File: config.mk
export PLATFORM = sky130hd
export DESIGN_NAME = imem_fetch_ctrl_flat
export DESIGN_NICKNAME = d
export VERILOG_FILES = /design/src/rtl/imem_fetch_ctrl_if.sv /design/src/rtl/imem_fetch_ctrl.sv /design/src/flat_wrapper.sv
export SDC_FILE = /design/constraint.sdc
export NUM_CORES = 1
export LEC_CHECK = 0
export BUFFER_PORTS_ARGS = -buffer_cell sky130_fd_sc_hd__buf_2
export CAP_MARGIN = 20
export CORE_MARGIN = 5
export CORE_UTILIZATION = 38
export CTS_CLUSTER_DIAMETER = 40
export DETAILED_ROUTE_END_ITERATION = 8
export PLACE_DENSITY = 0.7
export SYNTH_ARGS = -nofsm -noshare
export SYNTH_HDL_FRONTEND = slang
export SYNTH_SLANG_ARGS = --single-unit
File: constraint.sdc
create_clock -name clk -period 3.2 [get_ports clk]
set_input_delay 0 -clock clk [delete_from_list [all_inputs] [get_ports clk]]
set_output_delay 0 -clock clk [all_outputs]
set_load 0.01 [all_outputs]
File: src/rtl/imem_fetch_ctrl_if.sv
// Bundle between the fetch controller, the IF stage, the loader
// and the nibble-wide instruction memory.
interface imem_fetch_ctrl_if #(
    parameter int WORD_LEN       = 16,
    parameter int MEM_CELL_SIZE  = 4,
    parameter int INSTR_MEM_SIZE = 64
);
    localparam int AW = $clog2(INSTR_MEM_SIZE);

    logic                     fetch_req;
    logic [WORD_LEN-1:0]      fetch_addr;
    logic                     fetch_ack;
    logic                     fetch_valid;
    logic [WORD_LEN-1:0]      fetch_instr;
    logic                     load_req;
    logic [AW-1:0]            load_addr;
    logic [MEM_CELL_SIZE-1:0] load_data;
    logic                     load_ack;
    logic [AW-1:0]            mem_addr;
    logic                     mem_we;
    logic [MEM_CELL_SIZE-1:0] mem_wdata;
    logic [MEM_CELL_SIZE-1:0] mem_rdata;

    modport master (
        input  fetch_req, fetch_addr,
        input  load_req, load_addr, load_data,
        input  mem_rdata,
        output fetch_ack, fetch_valid, fetch_instr,
        output load_ack,
        output mem_addr, mem_we, mem_wdata
    );

    modport slave (
        output fetch_req, fetch_addr,
        output load_req, load_addr, load_data,
        output mem_rdata,
        input  fetch_ack, fetch_valid, fetch_instr,
        input  load_ack,
        input  mem_addr, mem_we, mem_wdata
    );
endinterface

File: src/rtl/imem_fetch_ctrl.sv
// Round-robin sequencer sharing one nibble memory port between
// instruction fetch (four beats per word) and single-cell loads.
module imem_fetch_ctrl #(
    parameter int WORD_LEN       = 16,
    parameter int MEM_CELL_SIZE  = 4,
    parameter int INSTR_MEM_SIZE = 64
) (
    input  logic               clk,
    input  logic               rst,
    imem_fetch_ctrl_if.master  bus
);
    localparam int AW = $clog2(INSTR_MEM_SIZE);
    localparam int SW = WORD_LEN - MEM_CELL_SIZE;

    localparam logic [0:0] IDLE  = 1'b0;
    localparam logic [0:0] FETCH = 1'b1;

    logic [0:0]    state;
    logic [1:0]    beat;
    logic          rr_ptr;
    logic [AW-1:0] base;
    logic [SW-1:0] sr;
    logic          idle;
    logic          grant_fetch;
    logic          grant_load;

    wire unused_addr = ^bus.fetch_addr[WORD_LEN-1:AW];

    // Acks are gated by rst so nothing is granted while held in reset.
    assign idle        = rst && (state == IDLE);
    assign grant_fetch = idle && bus.fetch_req
                         && (!bus.load_req || !rr_ptr);
    assign grant_load  = idle && bus.load_req
                         && (!bus.fetch_req || rr_ptr);

    assign bus.fetch_ack = grant_fetch;
    assign bus.load_ack  = grant_load;

    always_comb begin
        bus.mem_addr  = '0;
        bus.mem_we    = 1'b0;
        bus.mem_wdata = '0;
        unique case (1'b1)
            rst && (state == FETCH): begin
                bus.mem_addr = base + AW'(beat);
            end
            grant_load: begin
                bus.mem_addr  = bus.load_addr;
                bus.mem_we    = 1'b1;
                bus.mem_wdata = bus.load_data;
            end
            default: ;
        endcase
    end

    always_ff @(posedge clk or negedge rst) begin
        if (!rst) begin
            state           <= IDLE;
            beat            <= 2'd0;
            rr_ptr          <= 1'b0;
            base            <= '0;
            sr              <= '0;
            bus.fetch_instr <= '0;
            bus.fetch_valid <= 1'b0;
        end else begin
            bus.fetch_valid <= 1'b0;
            if (grant_fetch) begin
                base   <= bus.fetch_addr[AW-1:0];
                beat   <= 2'd0;
                state  <= FETCH;
                rr_ptr <= 1'b1;
            end
            if (grant_load) begin
                rr_ptr <= 1'b0;
            end
            if (state == FETCH) begin
                sr   <= {sr[SW-MEM_CELL_SIZE-1:0], bus.mem_rdata};
                beat <= beat + 2'd1;
                if (beat == 2'd3) begin
                    state           <= IDLE;
                    bus.fetch_instr <= {sr, bus.mem_rdata};
                    bus.fetch_valid <= 1'b1;
                end
            end
        end
    end
endmodule
File: src/flat_wrapper.sv
// flat-port wrapper written by rule: the top's interface ports become plain ports
module imem_fetch_ctrl_flat 
#(
    parameter int WORD_LEN       = 16,
    parameter int MEM_CELL_SIZE  = 4,
    parameter int INSTR_MEM_SIZE = 64
)
  (clk, rst, bus_fetch_req, bus_fetch_addr, bus_load_req, bus_load_addr, bus_load_data, bus_mem_rdata, bus_fetch_ack, bus_fetch_valid, bus_fetch_instr, bus_load_ack, bus_mem_addr, bus_mem_we, bus_mem_wdata);
  imem_fetch_ctrl_if #(.WORD_LEN(WORD_LEN), .MEM_CELL_SIZE(MEM_CELL_SIZE), .INSTR_MEM_SIZE(INSTR_MEM_SIZE)) bus_i ();
  input  logic clk;
  input  logic rst;
  input wire logic [$bits(bus_i.fetch_req)-1:0] bus_fetch_req;
  input wire logic [$bits(bus_i.fetch_addr)-1:0] bus_fetch_addr;
  input wire logic [$bits(bus_i.load_req)-1:0] bus_load_req;
  input wire logic [$bits(bus_i.load_addr)-1:0] bus_load_addr;
  input wire logic [$bits(bus_i.load_data)-1:0] bus_load_data;
  input wire logic [$bits(bus_i.mem_rdata)-1:0] bus_mem_rdata;
  output wire logic [$bits(bus_i.fetch_ack)-1:0] bus_fetch_ack;
  output wire logic [$bits(bus_i.fetch_valid)-1:0] bus_fetch_valid;
  output wire logic [$bits(bus_i.fetch_instr)-1:0] bus_fetch_instr;
  output wire logic [$bits(bus_i.load_ack)-1:0] bus_load_ack;
  output wire logic [$bits(bus_i.mem_addr)-1:0] bus_mem_addr;
  output wire logic [$bits(bus_i.mem_we)-1:0] bus_mem_we;
  output wire logic [$bits(bus_i.mem_wdata)-1:0] bus_mem_wdata;
  assign bus_i.fetch_req = bus_fetch_req;
  assign bus_i.fetch_addr = bus_fetch_addr;
  assign bus_i.load_req = bus_load_req;
  assign bus_i.load_addr = bus_load_addr;
  assign bus_i.load_data = bus_load_data;
  assign bus_i.mem_rdata = bus_mem_rdata;
  assign bus_fetch_ack = bus_i.fetch_ack;
  assign bus_fetch_valid = bus_i.fetch_valid;
  assign bus_fetch_instr = bus_i.fetch_instr;
  assign bus_load_ack = bus_i.load_ack;
  assign bus_mem_addr = bus_i.mem_addr;
  assign bus_mem_we = bus_i.mem_we;
  assign bus_mem_wdata = bus_i.mem_wdata;
  imem_fetch_ctrl #(.WORD_LEN(WORD_LEN), .MEM_CELL_SIZE(MEM_CELL_SIZE), .INSTR_MEM_SIZE(INSTR_MEM_SIZE)) u_core (.clk(clk), .rst(rst), .bus(bus_i));
endmodule
==> impl_metrics.env <==
export IMPL_synth_seq_cells=39
export IMPL_crit_chain="nand3b_1 -> a21oi_1 -> a32o_1 -> buf_2"
export IMPL_overflow=0
export IMPL_synthDistinctLibCells=27
export IMPL_yosys_area_top_type="dfrtp_1"
export IMPL_drt_iter0_drc=35
export IMPL_cts_setup_buffers=0
export IMPL_fmax_mhz=451
export IMPL_rsz0062_at_grt="false"
export IMPL_synth_edff_count=0
export IMPL_wire_per_inst_um=13.9
export IMPL_worst_slew_pin_slew_ns=0.859
export IMPL_htreeDepth=2
export IMPL_dieArea_um2=6000
export IMPL_power_density_nw_per_um2=959
export IMPL_max_cap_violations=0
export IMPL_endpoint_kind="output port"
export IMPL_worst_path_max_delay_cell="dfrtp_1"
export IMPL_ys_seq_area_share_pct=56.5
export IMPL_fin_crit_ns=2.22
export IMPL_p_leak_nw=1.11
export IMPL_hold_class="in -> async"
export IMPL_cp_start_kind="flip-flop"
export IMPL_final_antenna_net_count=0
export IMPL_path_class="reg -> out"
export IMPL_async_reset_ff_share_pct=100
export IMPL_synth_top_cell_area_share_pct=56.5
export IMPL_synthTopCellsByArea="dfrtp_1, mux2_2, ha_1"
export IMPL_io_buffers=53
export IMPL_min_period_over_period_pct=69.3
export IMPL_diodes=0
export IMPL_crit_buf_inv=1
export IMPL_wirelength_um=3380
export IMPL_path_delay_family="compound AO/OA/AOI/OAI gates"
export IMPL_crit_required_ns=3.20
export IMPL_dp_slack_ns=1.25
export IMPL_place_gp_congestion=0.731
export IMPL_final_setup_viol_count=0
export IMPL_drive_above_1_share_pct=51.8
export IMPL_status="complete, no violations"
export IMPL_floorplan_initialDensity_pct=39.4
export IMPL_cp_slowest_stage_delay_ns=0.70
export IMPL_cp_max_fo=23
export IMPL_yosysMostFrequentCell="dfrtp_1"
export IMPL_die_height_um=77.4
export IMPL_synthTopCellsByCount="dfrtp_1, mux2_2, inv_1, and2_1, nand2_1"
export IMPL_timing_slew_headroom_pct=42.8
export IMPL_fin_skew_ns=0.00377
export IMPL_rows=24
export IMPL_area_growth_pct=31.0
export IMPL_vdd_ir_drop_max_v=0.000559
export IMPL_io_pins=64
export IMPL_clk_pin_slew_ns=0.07
export IMPL_drt_first_pass_iters=4
export IMPL_grt_max_degree=43
export IMPL_die_x_um=77.4
export IMPL_core_area_um2=4380
export IMPL_timing_setup_tns_ns=0
export IMPL_dp_hpwl_um=2320
export IMPL_vias=1212
export IMPL_maxSlewViolCount=0
export IMPL_syn_inst=123
export IMPL_drc_errors=0
export IMPL_insertion_delay_ns=0.29
export IMPL_grt_total_usage_pct=12.2
export IMPL_syn_nets=161
export IMPL_cts_max_path_buffers=2
export IMPL_crit_arrival_ns=2.22
export IMPL_grt_pass1_wl_um=6030
export IMPL_finalHoldViolations=0
export IMPL_cts_sinks=39
export IMPL_tritoncts_num_buffers=5
export IMPL_vias_per_cell=4.99
export IMPL_synth_flop_cell="dfrtp_1"
export IMPL_synth_warnings=0
export IMPL_cts_tree="yes"
export IMPL_grt_pass1_vias=1316
export IMPL_syn_area_per_cell_um2=14.0
export IMPL_clockRootBuffer="clkbuf_8"
export IMPL_antenna_found_initial=0
export IMPL_setup_ws_ns=0.982
export IMPL_synth_area_um2=1730
export IMPL_final_nets=228
==> final cells by class <==
cell class              instances  area [um^2]
clock buffers                   6         82.6
clock inverters                 2         35.0
fillers                       400         2120
inverters                       6         22.5
multi-input cells              73          699
flip-flops and latches         39          976
well taps                      52         65.1
repair buffers                 65          383
==> flip-flops by register name (all words and copies together), names as in the netlist <==
name,cells
u_core.bus.fetch_instr,16
u_core.state,1
u_core.base,6
u_core.rr_ptr,1
u_core.sr,12
u_core.bus.fetch_valid,1
u_core.beat,2
==> cell usage in the layout, fill, tap and decap left out <==
cell type      netlist  routed
clkinv_2             0       1
xor2_1               2       2
nand3b_1             2       2
ha_1                 3       3
o21ai_0              2       2
dlygate4sd3_1        0      11
inv_1                6       6
o21bai_1             1       1
nor4_1               1       1
a21o_1               1       1
o2111a_1             1       1
clkbuf_8             0       6
nand2b_1             1       1
nand2_2              1       1
nand3_1              2       2
fa_1                 1       1
nor4b_1              1       1
o31ai_1              1       1
buf_4                2       1
a21oi_4              1       1
a32o_1               1       1
nand2_1              4       4
dfrtp_1             39      39
a21oi_1              3       3
bufinv_16            0       1
and2_1               4       4
buf_2                3      53
nand3b_4             1       1
mux2_2              34      34
a211o_1              2       2
o2bb2ai_1            3       3
==> worst reg2reg max path, cell delays in order, from the launching register on <==
cell,delay (ns)
dfrtp_1,0.91
nand2_2,0.45
mux2_2,0.40
==> stage by stage <==
stage | utilization, % | cells | area (um^2) | hold WS (ns) | total power, mW
global route | 51.6 | 243 | 2260 | 0.0569 | 2.35
detailed placement | 46.4 | 224 | 2040 | -0.190 | 1.77
floorplan | - | 123 | 1730 | -0.296 | 1.49
global placement | 46.4 | 224 | 2040 | -0.190 | 1.74
CTS | 51.6 | 243 | 2260 | 0.0307 | 2.21
finish | 51.6 | 243 | 2260 | 0.0465 | 2.17
==> metal layers <==
metal  track usage (%)  share of wire, %
met5                 0                 0
met4              3.09              0.86
met3              5.44               9.5
met2              20.0                45
met1              14.8                45
==> kinds of logic (layout without fill, tap and decap cells) <==
| group | after synthesis | in the layout | share of synthesized area [%] |
|---|---|---|---|
| DFF | 39 | 39 | 56.5 |
| muxes | 34 | 34 | 22.2 |
| and+or+nand+nor | 17 | 17 | 6.52 |
| AOI/OAI and AO/OA | 16 | 16 | 7.46 |
| buffers and inverters | 11 | 79 | 3.04 |
| adders and majority gates | 4 | 4 | 3.33 |
| xor gates and xnor gates | 2 | 2 | 1.01 |
==> worst paths after layout <==
| path | from | to | slack [ns] | cells past startpoint |
|---|---|---|---|---|
| min in group clk | bus_fetch_req | u_core.rr_ptr | 0.05 | 3 |
| min | rst | u_core.rr_ptr | 0.05 | 2 |
| max reg2reg | u_core.state | u_core.bus.fetch_instr[4] | 1.33 | 2 |
| max in group asynchronous | rst | u_core.bus.fetch_instr[5] | 2.45 | 3 |
| max | u_core.state | bus_mem_addr[0] | 0.98 | 4 |
| min reg2reg | u_core.bus.fetch_instr[13] | u_core.bus.fetch_instr[13] | 0.50 | 1 |
==> repair_timing <==
| item | CTS | global route |
|---|---|---|
| setup endpoints to repair | 0 | 0 |
| gates resized for setup | 0 | 0 |
| hold buffers | 11 | 0 |
| hold endpoints to repair | 53 | 0 |
==> power breakdown <==
| group | internal, mW | switching (mW) | leakage (nW) | total (mW) |
|---|---|---|---|---|
| registers | 0.745 | 0.203 | 0.464 | 0.948 |
| logic | 0.463 | 0.340 | 0.586 | 0.803 |
| clock network | 0.252 | 0.167 | 0.0612 | 0.419 |
| total | 1.46 | 0.710 | 1.11 | 2.17 |
No activity file was read; power rests on OpenSTA's default activity.
